==> src/rtl/bcd_digit_serializer.sv <==
// rtl/bcd_digit_serializer.sv - packed-BCD snapshot streamed MSD-first as ASCII over valid/ready
module bcd_digit_serializer #(
    parameter int DIGITS_NUM          = 6,
    parameter int BLANK_LEADING_ZEROS = 1
) (
    input  logic                    clk_in,
    input  logic                    reset_in,
    input  logic                    start_in,
    input  logic [4*DIGITS_NUM-1:0] digits_in,
    output logic                    busy_out,
    output logic [7:0]              char_out,
    output logic                    char_valid_out,
    input  logic                    char_ready_in,
    output logic                    char_last_out,
    output logic                    done_out,
    output logic                    digit_error_out
);

    localparam int                IDX_W      = (DIGITS_NUM > 1) ? $clog2(DIGITS_NUM) : 1;
    localparam logic [IDX_W-1:0]  IDX_TOP    = IDX_W'(DIGITS_NUM - 1);
    localparam logic              BLANK_INIT = (BLANK_LEADING_ZEROS != 0);

    typedef enum logic [1:0] {IDLE, EMIT, DONE} state_t;

    state_t                  state_q, state_d;
    logic [4*DIGITS_NUM-1:0] shadow_q, shadow_d;
    logic [IDX_W-1:0]        idx_q, idx_d;
    logic                    blank_q, blank_d;
    logic                    err_q, err_d;
    logic [7:0]              char_q, char_d;
    logic                    valid_q, valid_d;
    logic                    last_q, last_d;

    logic [IDX_W-1:0]        next_idx;
    logic [3:0]              nib;
    logic [8:0]              enc;

    function automatic logic [3:0] pick_nibble(input logic [4*DIGITS_NUM-1:0] v,
                                               input logic [IDX_W-1:0] i);
        logic [3:0] n;
        n = '0;
        for (int k = 0; k < DIGITS_NUM; k++) begin
            if (i == IDX_W'(k)) n = v[4*k +: 4];
        end
        return n;
    endfunction

    function automatic logic any_bad(input logic [4*DIGITS_NUM-1:0] v);
        logic bad;
        bad = 1'b0;
        for (int k = 0; k < DIGITS_NUM; k++) begin
            if (v[4*k +: 4] > 4'd9) bad = 1'b1;
        end
        return bad;
    endfunction

    // Returns {blank flag after this digit, ASCII character}; the LSD is never blanked.
    function automatic logic [8:0] encode(input logic [3:0] d, input logic blank, input logic is_lsd);
        if (d > 4'd9)                            return {1'b0, 8'h3F};
        else if (blank && d == 4'd0 && !is_lsd)  return {1'b1, 8'h20};
        else                                     return {1'b0, 8'h30 | {4'h0, d}};
    endfunction

    always_comb begin
        state_d  = state_q;
        shadow_d = shadow_q;
        idx_d    = idx_q;
        blank_d  = blank_q;
        err_d    = err_q;
        char_d   = char_q;
        valid_d  = valid_q;
        last_d   = last_q;
        next_idx = idx_q;
        nib      = '0;
        enc      = '0;
        case (state_q)
            IDLE: begin
                if (start_in) begin
                    shadow_d = digits_in;
                    idx_d    = IDX_TOP;
                    nib      = pick_nibble(digits_in, IDX_TOP);
                    enc      = encode(nib, BLANK_INIT, IDX_TOP == '0);
                    char_d   = enc[7:0];
                    blank_d  = enc[8];
                    valid_d  = 1'b1;
                    last_d   = (IDX_TOP == '0);
                    err_d    = any_bad(digits_in);
                    state_d  = EMIT;
                end
            end
            EMIT: begin
                if (char_ready_in) begin
                    if (idx_q == '0) begin
                        valid_d = 1'b0;
                        last_d  = 1'b0;
                        state_d = DONE;
                    end else begin
                        // Encode the following digit now so it is registered with no bubble.
                        next_idx = idx_q - 1'b1;
                        idx_d    = next_idx;
                        nib      = pick_nibble(shadow_q, next_idx);
                        enc      = encode(nib, blank_q, next_idx == '0);
                        char_d   = enc[7:0];
                        blank_d  = enc[8];
                        last_d   = (next_idx == '0);
                    end
                end
            end
            DONE:    state_d = IDLE;
            default: state_d = IDLE;
        endcase
    end

    always_ff @(posedge clk_in or posedge reset_in) begin
        if (reset_in) begin
            state_q  <= IDLE;
            shadow_q <= '0;
            idx_q    <= '0;
            blank_q  <= 1'b0;
            err_q    <= 1'b0;
            char_q   <= 8'h00;
            valid_q  <= 1'b0;
            last_q   <= 1'b0;
        end else begin
            state_q  <= state_d;
            shadow_q <= shadow_d;
            idx_q    <= idx_d;
            blank_q  <= blank_d;
            err_q    <= err_d;
            char_q   <= char_d;
            valid_q  <= valid_d;
            last_q   <= last_d;
        end
    end

    assign busy_out        = (state_q != IDLE);
    assign done_out        = (state_q == DONE);
    assign char_out        = char_q;
    assign char_valid_out  = valid_q;
    assign char_last_out   = last_q;
    assign digit_error_out = err_q;

endmodule

==> config.mk <==
export PLATFORM = sky130hd
export DESIGN_NAME = bcd_digit_serializer
export DESIGN_NICKNAME = d
export VERILOG_FILES = /design/src/rtl/bcd_digit_serializer.sv
export SDC_FILE = /design/constraint.sdc
export NUM_CORES = 1
export LEC_CHECK = 0
export CAP_MARGIN = 20
export CORE_ASPECT_RATIO = 1.4
export CORE_UTILIZATION = 30
export CTS_CLUSTER_DIAMETER = 50
export CTS_CLUSTER_SIZE = 14
export DETAILED_ROUTE_END_ITERATION = 16
export GPL_TIMING_DRIVEN = 1
export SYNTH_ARGS = -nofsm -noshare
export SYNTH_HDL_FRONTEND = slang
export SYNTH_SLANG_ARGS = --single-unit
==> constraint.sdc <==
create_clock -name clk_in -period 3.3 [get_ports clk_in]
set_input_delay 0.66 -clock clk_in [delete_from_list [all_inputs] [get_ports clk_in]]
set_output_delay 0.66 -clock clk_in [all_outputs]
set_load 0.005 [all_outputs]
-- After elaboration in Yosys (flattened, before gate mapping)
Cells that the tools add are included.
- bits of input ports: 28
- bits in writable memories: 0
- bits in read-only memories: 0
- logic and storage cells: 88
- memories kept: 0
- latch bits: 0
- output and inout port bits: 13
- register bits: 41
- multiplexer cells: 45
- multiply operators: 0
- equality and inequality tests: 11
- reduce and logical (&&, ||, !) cells: 15
- magnitude comparators: 8
- $add $sub $neg: 1
- div/mod/pow operators: 0
- bitwise logic cells: 0
- shift-type cells: 0
- operators by type and width (operator ; count):
    $mux W4 ; 11
    $mux W9 ; 4
    $gt A4 B4 Y1 const B ; 8
    $mux W8 ; 3
    $pmux W8 S2 ; 1
    $mux W1 ; 15
    $mux W3 ; 3
    $logic_not A4 Y1 ; 2
    $ne A2 B2 Y1 const B ; 4
    $reduce_and A4 Y1 ; 2
    $eq A3 B2 Y1 const B ; 2
    $eq A3 B3 Y1 const B ; 2
    $logic_not A3 Y1 ; 2
    $mux W2 ; 3
    $pmux W1 S2 ; 3
    $pmux W3 S2 ; 1
    $reduce_and A3 Y1 ; 2
    $pmux W2 S2 ; 1
    $reduce_bool A2 Y1 ; 2
    $eq A3 B1 Y1 const B ; 1
    $sub A3 B1 Y3 const B ; 1
    $eq A2 B1 Y1 const B ; 1
    $eq A2 B2 Y1 const B ; 1
    $logic_and A1 B1 Y1 ; 2
    other kinds (3) ; 3

-- Depth between registers and ports, before layout
Gate-level depths: netlist (run 1).
- word-level depth: 19
- depth in mapped cells: 8
- depth with buffers taken out: 7

-- Worst setup path after synthesis (run 1)
No wires, ideal clock.
- path kind: register to register
- from: register idx_q[0]
- to: register char_q[0], in the netlist char_out[0]
- stages on the path, launching flop included: 9
- required time: 3.213 ns
- buffers on the path: 1
- data arrival time: 1.763 ns
- period minus slack after synthesis: 1.850 ns
- setup slack: 1.450 ns
- library setup time: 0.087 ns
- cell sequence: dfrtp_1 > inv_1 > ha_1 > buf_4 > nand3b_1 > a221oi_2 > o22ai_1 > a21o_1 > a211oi_2
- cells in the longest elaborated chain, start to end: 19
- elaborated cells on any way between the ends: 29
- classes of those cells: 1 x add/sub; 1 x order compare; 6 x eq/ne; 14 x mux; 7 x reduce/logical
- RTL lines (item ; RTL line ; source):
    start: declaration ; 27 ; logic [IDX_W-1:0] idx_q, idx_d;
    start signal: assignment ; 127 ; idx_q <= idx_d;
    $sub A3 B1 Y3 ; 99 ; next_idx = idx_q - 1'b1;
    $logic_not A3 Y1 ; 43, 102 ;
    $mux W4 (6 in a row) ; 43 ; if (i == IDX_W'(k)) n = v[4*k +: 4];
    $mux W4 ; 93 ; if (idx_q == '0) begin
    $mux W4 ; 92 ; if (char_ready_in) begin
    $mux W4 ; 76 ; case (state_q)
    $logic_not A4 Y1 ; 60 ; else if (blank && d == 4'd0 && !is_lsd) return {1'b1, 8'h20};
    $logic_and A1 B1 Y1 (2 in a row) ; 60 ;
    $mux W9 ; 60 ;
    $mux W9 ; 59 ; if (d > 4'd9) return {1'b0, 8'h3F};
    $mux W8 ; 93 ;
    $mux W8 ; 92 ;
    $pmux W8 S2 ; 76 ;
    end signal: assignment ; 130 ; char_q <= char_d;
    end: declaration ; 30 ; logic [7:0] char_q, char_d;
Parallel ways exist; a longest one is shown, timed or not. The select of a mux whose other input is x is not followed.
A chain may end at the register's enable or synchronous reset.

-- Worst setup path in the final report (run 1)
- from: register idx_q[0]
- to: register char_q[3], in the netlist char_out[3]
Same word-level chain as after synthesis.

==> results.md, run 1 <==
- Status: complete, no violations
- Adder-cell area share of the yosys netlist: 3.07%
- Seq pwr share: 38.3%
- Worst EP required: 3490 ps
- Worst R2R Start: idx_q[0]
- DRC Markers: 0
- Tot GR Track Use: 14.7%
- Post-CTS Resized: 0
- Die Ht: 99.6 um
- Pwr/cell area: 875 nW/um^2
- Row count: 35
- Hold_buf cts: 0
- Final #Nets: 261
- First-pass GRT wire length: 8020 um
- Sequential fraction of the synthesis area: 47.8%
- CTS tree: built
- Maximum VDD drop: 0.293 mV
- Max-cap violations: 0
- Simple-gate share of the synthesized area: 14.7%
- Number of global-route vias before repair: 1602
- HP Class: flop to flop
- Dpl hpwl: 3560 um
- Clock transition at path regs: 80 ps
- Final setup viols: 0
- Vias per cell: 5.16
- Max-slew violation count: 0
- Min-delay src: char_out[5]
- Netlist cell types: 39
- Highest Clock Rate: 436 MHz
- CP Launch Type: flop
- DR pass1 iterations: 4
- Post CTS Setup Buffer Count: 0
- Drt first-iter violations: 71
- #FFs+latches synth: 39
- IO Pins: 41
- Largest area contributor in the netlist: dfrtp_1
- Clk_skew: 8.57 ps
- Post-synth EDFFs: 0
- Sink Count: 39
- Worst-path fanout max: 12
- Largest family of logic cells by synthesized area: compound AO/OA/AOI/OAI gates
- Most common library cells after synthesis: 39 x dfrtp_1, 22 x mux2_2, 18 x nand2_1
- CP endpoint kind: flop
- Worst-Margin Slew: 624 ps
- Starting Density: 31.1%
- Die span in x: 71.7 um
- Delay-heaviest family, CP: simple AND/OR/NAND/NOR gates
- Synthesized instance count: 191
- Worst-path cell chain: inv_1 -> ha_1 -> nand2b_1 -> a31oi_1 -> or2_0 -> a211oi_1 -> a21o_1
- Clock Power Share: 15.5%
- Synth top area share: 47.8%
- Max-slew headroom: 58.2%
- RePlAce Congestion: 0.725
- CTS Root Cell: clkbuf_8
- Top FF cell, synth: dfrtp_1
- Core region area: 6570 sq um
- Final hold viol count: 0
- Grt total ovfl: 0
- DR WL/cell: 15.4 um
- Combinational share of power: 46.2%
- Count leader, synth: dfrtp_1
- Diode count: 0
- Post-synth ARST share: 100%
- Max incr delay on CP: 460 ps
- Syn. warnings: 0
- XOR/XNOR share of the synthesized area: 1.23%
- Syn Area/Cell: 10.7 sq um
- Compound-Gate Fraction of Synth Area: 16.7%
- Mapped Area: 2040 sq um
- Fraction of power spent switching nets: 37.6%
- CP Launch Point: idx_q[0]
- Synth top area cells: dfrtp_1 48%, mux2_2 12%, o21ai_0 3.9%
- Critical path buffer and inverter count: 1
- Share of cells above drive strength 1: 17.0%
- Layout area overhead: 26.1%
- RSZ-0062 raised after global routing: no
- Setup CP Type: flop to flop
- Period minus WS final: 2290 ps
- TritonCTS Buffers: 5
- Post-route setup TNS: 0 ps
- Final WL: 4680 um
- Mux contribution to synthesized area: 12.1%
- CTS max path bufs: 2
- Total power draw: 2.25 mW
- Pint: 1.40 mW
- NetSw: 0.848 mW
- WP data arrival: 2480 ps
- Critical path's slowest cell: or2_0
- Tcrit/Tclk final: 69.5%
- Via Count: 1562
- IO Port Bufs: 38
- H-tree depth: 2
- Clk_lat worst skew: 290 ps
- Post-DRT Antenna Nets: 0
- Pin count of the biggest net entering global routing: 40
- Cell leakage power: 1.01 nW
- Initial antenna violation count: 0
- Die area: 7140 sq um
## through the flow
| stage | std cells | setup slack, ps | area (sq um) | utilization, % | hold WS (ps) |
|---|---|---|---|---|---|
| floorplan | 192 | 1450 | 2040 | - | 431 |
| global placement | 295 | 871 | 2470 | 37.7 | 454 |
| detailed placement | 295 | 880 | 2470 | 37.7 | 458 |
| CTS | 303 | 994 | 2570 | 39.2 | 478 |
| global route | 303 | 789 | 2570 | 39.2 | 502 |
| finish | 303 | 1010 | 2570 | 39.2 | 472 |
## power by group through the flow
stage          clock, mW  sequential (mW)  combinational, mW
2_1_floorplan          0            0.798              0.791
3_3_place_gp           0            0.872               1.04
3_5_place_dp           0            0.878               1.05
4_1_cts            0.359            0.869               1.05
5_1_grt            0.381            0.894               1.17
6_report           0.348            0.863               1.04
## registers in the layout, indices dropped and copies added (netlist names)
signal and flops:
char_valid_out 1, shadow_q 24, state_q 2, char_last_out 1
idx_q 3, digit_error_out 1, char_out 6, blank_q 1
## metal layers
metal  up-vias  global-route usage (%)  part of all wire (%)  wire (um)
met4         0                    5.43                   1.8         82
met5         -                       0                     0          0
met1       774                    17.3                    41       1920
met3         6                    2.74                   2.2        105
li1        756                       -                     -          -
met2        26                    26.3                    55       2570
## logic make-up (layout without fill, tap and decap cells)
| family | count (synthesis) | count (layout) |
|---|---|---|
| and+or+nand+nor | 55 | 55 |
| DFF | 39 | 39 |
| muxes | 22 | 22 |
| adders and majority gates | 5 | 5 |
| xor gates and xnor gates | 2 | 2 |
| other | 1 | 2 |
| AOI/OAI and AO/OA | 50 | 50 |
| buffers and inverters | 17 | 54 |
## final timing paths
kind                                 to  slack, ps  depth (start not counted)
max                         char_out[3]       1010                          7
min                         char_out[5]        470                          1
max reg2reg                 char_out[3]       1010                          7
min reg2reg                 char_out[5]        470                          1
max in group asynchronous  shadow_q[22]       2150                          3
min in group asynchronous  shadow_q[12]        780                          3
## area by class of cell
cell class | count | area, sq um
fillers | 675 | 4000
multi-input cells | 136 | 987
clock buffers | 8 | 100
repair buffers | 40 | 395
well taps | 74 | 92.6
inverters | 6 | 22.5
flip-flops and latches | 39 | 976
## cell usage in the layout (no fill, tap or decap), drive strengths merged
master / instances
buf: 2
xnor2: 1
nor3b: 4
xor2: 1
o21ai: 16
nor4b: 1
conb: 2
ha: 5
o211a: 2
nand2: 18
a41oi: 1
or2: 2
o31ai: 2
o21a: 1
mux2: 22
nor2b: 3
a21oi: 10
clkdlybuf4s50: 38
a31oi: 2
a221oi: 2
o211ai: 2
clkbuf: 8
a211oi: 6
dfrtp: 39
and3: 1
nor3: 3
inv: 6
and2b: 1
a2111oi: 2
nand3b: 7
nand4: 2
a21o: 2
nand3: 2
nand2b: 4
nor2: 7
o22ai: 2
No activity file was read; power rests on OpenSTA's default activity.
==> run 2: changes to the inputs <==
==> constraint.sdc (replaced) <==
create_clock -name clk_in -period 2.2 [get_ports clk_in]
set_input_delay 0.44 -clock clk_in [delete_from_list [all_inputs] [get_ports clk_in]]
set_output_delay 0.44 -clock clk_in [all_outputs]
set_load 0.005 [all_outputs]
==> results.md, run 2 (same netlist as run 1, synthesis figures left out) <==
- Layout area overhead: 30.0%
- Worst Reg2Reg Path Length in Cells: 7
- IO Pins: 41
- Die Ht: 99.6 um
- Tcrit/Tclk final: 94.4%
- Period minus WS final: 2080 ps
- Grt total ovfl: 0
- Hold Worst Slack: 476 ps
- Biggest register: shadow_q
- Met1 GRT Util: 16.9%
- GR Layer Usage met2: 28.4%
- CTS max path bufs: 2
- Dpl hpwl: 3630 um
- H-tree depth: 2
- Cell leakage power: 1.04 nW
- Tot GR Track Use: 15.1%
- Number of global-route vias before repair: 1727
- WP data arrival: 2320 ps
- Top Usage Layer GRT: met2
- Row count: 35
- Max incr delay on CP: 460 ps
- Max reg flops: 24
- Vias per cell: 5.14
- Via Count: 1582
- WHS Path Cells: 1
- GR Util met3: 2.13%
- Clk_lat worst skew: 300 ps
- HP Class: flop to flop
- Core region area: 6570 sq um
- Worst-path cell chain: inv_1 -> ha_1 -> xor2_2 -> a2111oi_2 -> nor3b_1 -> a41oi_1 -> o21a_1
- Worst EP required: 2440 ps
- Die span in x: 71.7 um
- CTS tree: built
- Seq pwr share: 36.2%
- Final hold viol count: 0
- Final setup viols: 0
- NetSw: 1.35 mW
- Initial antenna violation count: 0
- RePlAce Congestion: 0.793
- Starting Density: 31.1%
- Post CTS Setup Buffer Count: 0
- Highest Clock Rate: 481 MHz
- CP endpoint kind: flop
- Post-Layout Cell Count: 308
- Clk_skew: 6.14 ps
- Max-slew violation count: 0
- Max-slew headroom: 66.1%
- Pin count of the biggest net entering global routing: 40
- Hold_buf cts: 0
- Max-cap violations: 0
- First-pass GRT wire length: 8360 um
- Worst-Margin Slew: 509 ps
- Maximum VDD drop: 0.479 mV
- Pwr/cell area: 1340 nW/um^2
- Drt first-iter violations: 59
- CP Launch Type: flop
- DR WL/cell: 15.7 um
- CTS Root Cell: clkbuf_8
- Clock transition at path regs: 80 ps
- Post-DRT Antenna Nets: 0
- Share of cells above drive strength 1: 22.2%
- DR pass1 iterations: 5
- Combinational share of power: 49.8%
- Sink Count: 39
- Commonest non-fill, non-tap cell in the layout: dfrtp_1
- Die area: 7140 sq um
- IO Port Bufs: 38
- Clock Power Share: 14.0%
- Status: complete, no violations
- Final #Nets: 267
- Critical path's slowest cell: a2111oi_2
- Diode count: 0
- Setup CP Type: flop to flop
- Final WL: 4850 um
- TritonCTS Buffers: 5
- Post-route setup TNS: 0 ps
- Fraction of power spent switching nets: 38.2%
- Pint: 2.19 mW
- Worst-path fanout max: 5
- Total power draw: 3.55 mW
- DRC Markers: 0
- Placed Cells: 301
- Most frequent cells in the layout: 39 x dfrtp_1, 38 x clkdlybuf4s50_1, 22 x mux2_2
-- run 2: cell types whose count changed in the layout (fill, tap and decap cells not counted), sizes merged --
cell	change
buf	+6
clkbuf	-2
clkinv	+1
-- run 2: path summary, 6_finish.rpt --
kind                       slack (ps)         from            to
max                               120     idx_q[1]   char_out[4]
min                               480  char_out[5]   char_out[5]
max reg2reg                       120     idx_q[1]   char_out[4]
min reg2reg                       480  char_out[5]   char_out[5]
max in group asynchronous        1280     reset_in  shadow_q[23]
min in group asynchronous         560     reset_in   shadow_q[8]
-- run 2: what timing repair did --
| action | in CTS | in global routing |
|---|---|---|
| pin swaps | 0 | 1 |
| resized for setup | 1 | 9 |
| setup endpoints to repair | 1 | 9 |
-- run 2: cell type report --
cell class,count,area [sq um]
tap,74,92.6
sequential,39,976
clock buffer,6,82.6
inverter,6,22.5
timing repair buffer,46,453
multi-input combinational,136,1020
clock inverter,1,5.00
fill,668,3920
-- run 2: critical path, delay by kind of cell (launching register included) --
kind | cells | cell delay [ps]
AO/OA/AOI/OAI | 3 | 910
XOR/XNOR | 1 | 180
adder cells (fa/ha/maj) | 1 | 280
buffers and inverters | 1 | 130
flip-flops | 1 | 410
AND/OR/NAND/NOR | 1 | 110
-- run 2: power by group through the flow --
stage | clock, mW | combinational (mW) | sequential (mW)
after CTS | 0.505 | 1.70 | 1.29
after detailed placement | 0 | 1.69 | 1.30
after global routing | 0.534 | 1.97 | 1.33
after floorplan | 0 | 1.19 | 1.20
final | 0.496 | 1.77 | 1.29
after global placement | 0 | 1.66 | 1.29
-- run 2: metal layers --
| metal | up-vias | share of wire (%) |
|---|---|---|
| li1 | 766 | - |
| met1 | 782 | 39 |
| met2 | 26 | 56 |
| met3 | 8 | 2.3 |
| met4 | 0 | 2.4 |
| met5 | - | 0 |
-- run 2: stage by stage --
stage          utilization (%)  cell area, sq um  setup WS [ps]
5_1_grt                   40.4              2650          -15.3
3_5_place_dp              38.5              2530          -16.9
4_1_cts                   39.9              2620           52.4
2_1_floorplan                -              2040            350
6_report                  40.4              2650            123
3_3_place_gp              38.5              2530          -44.1
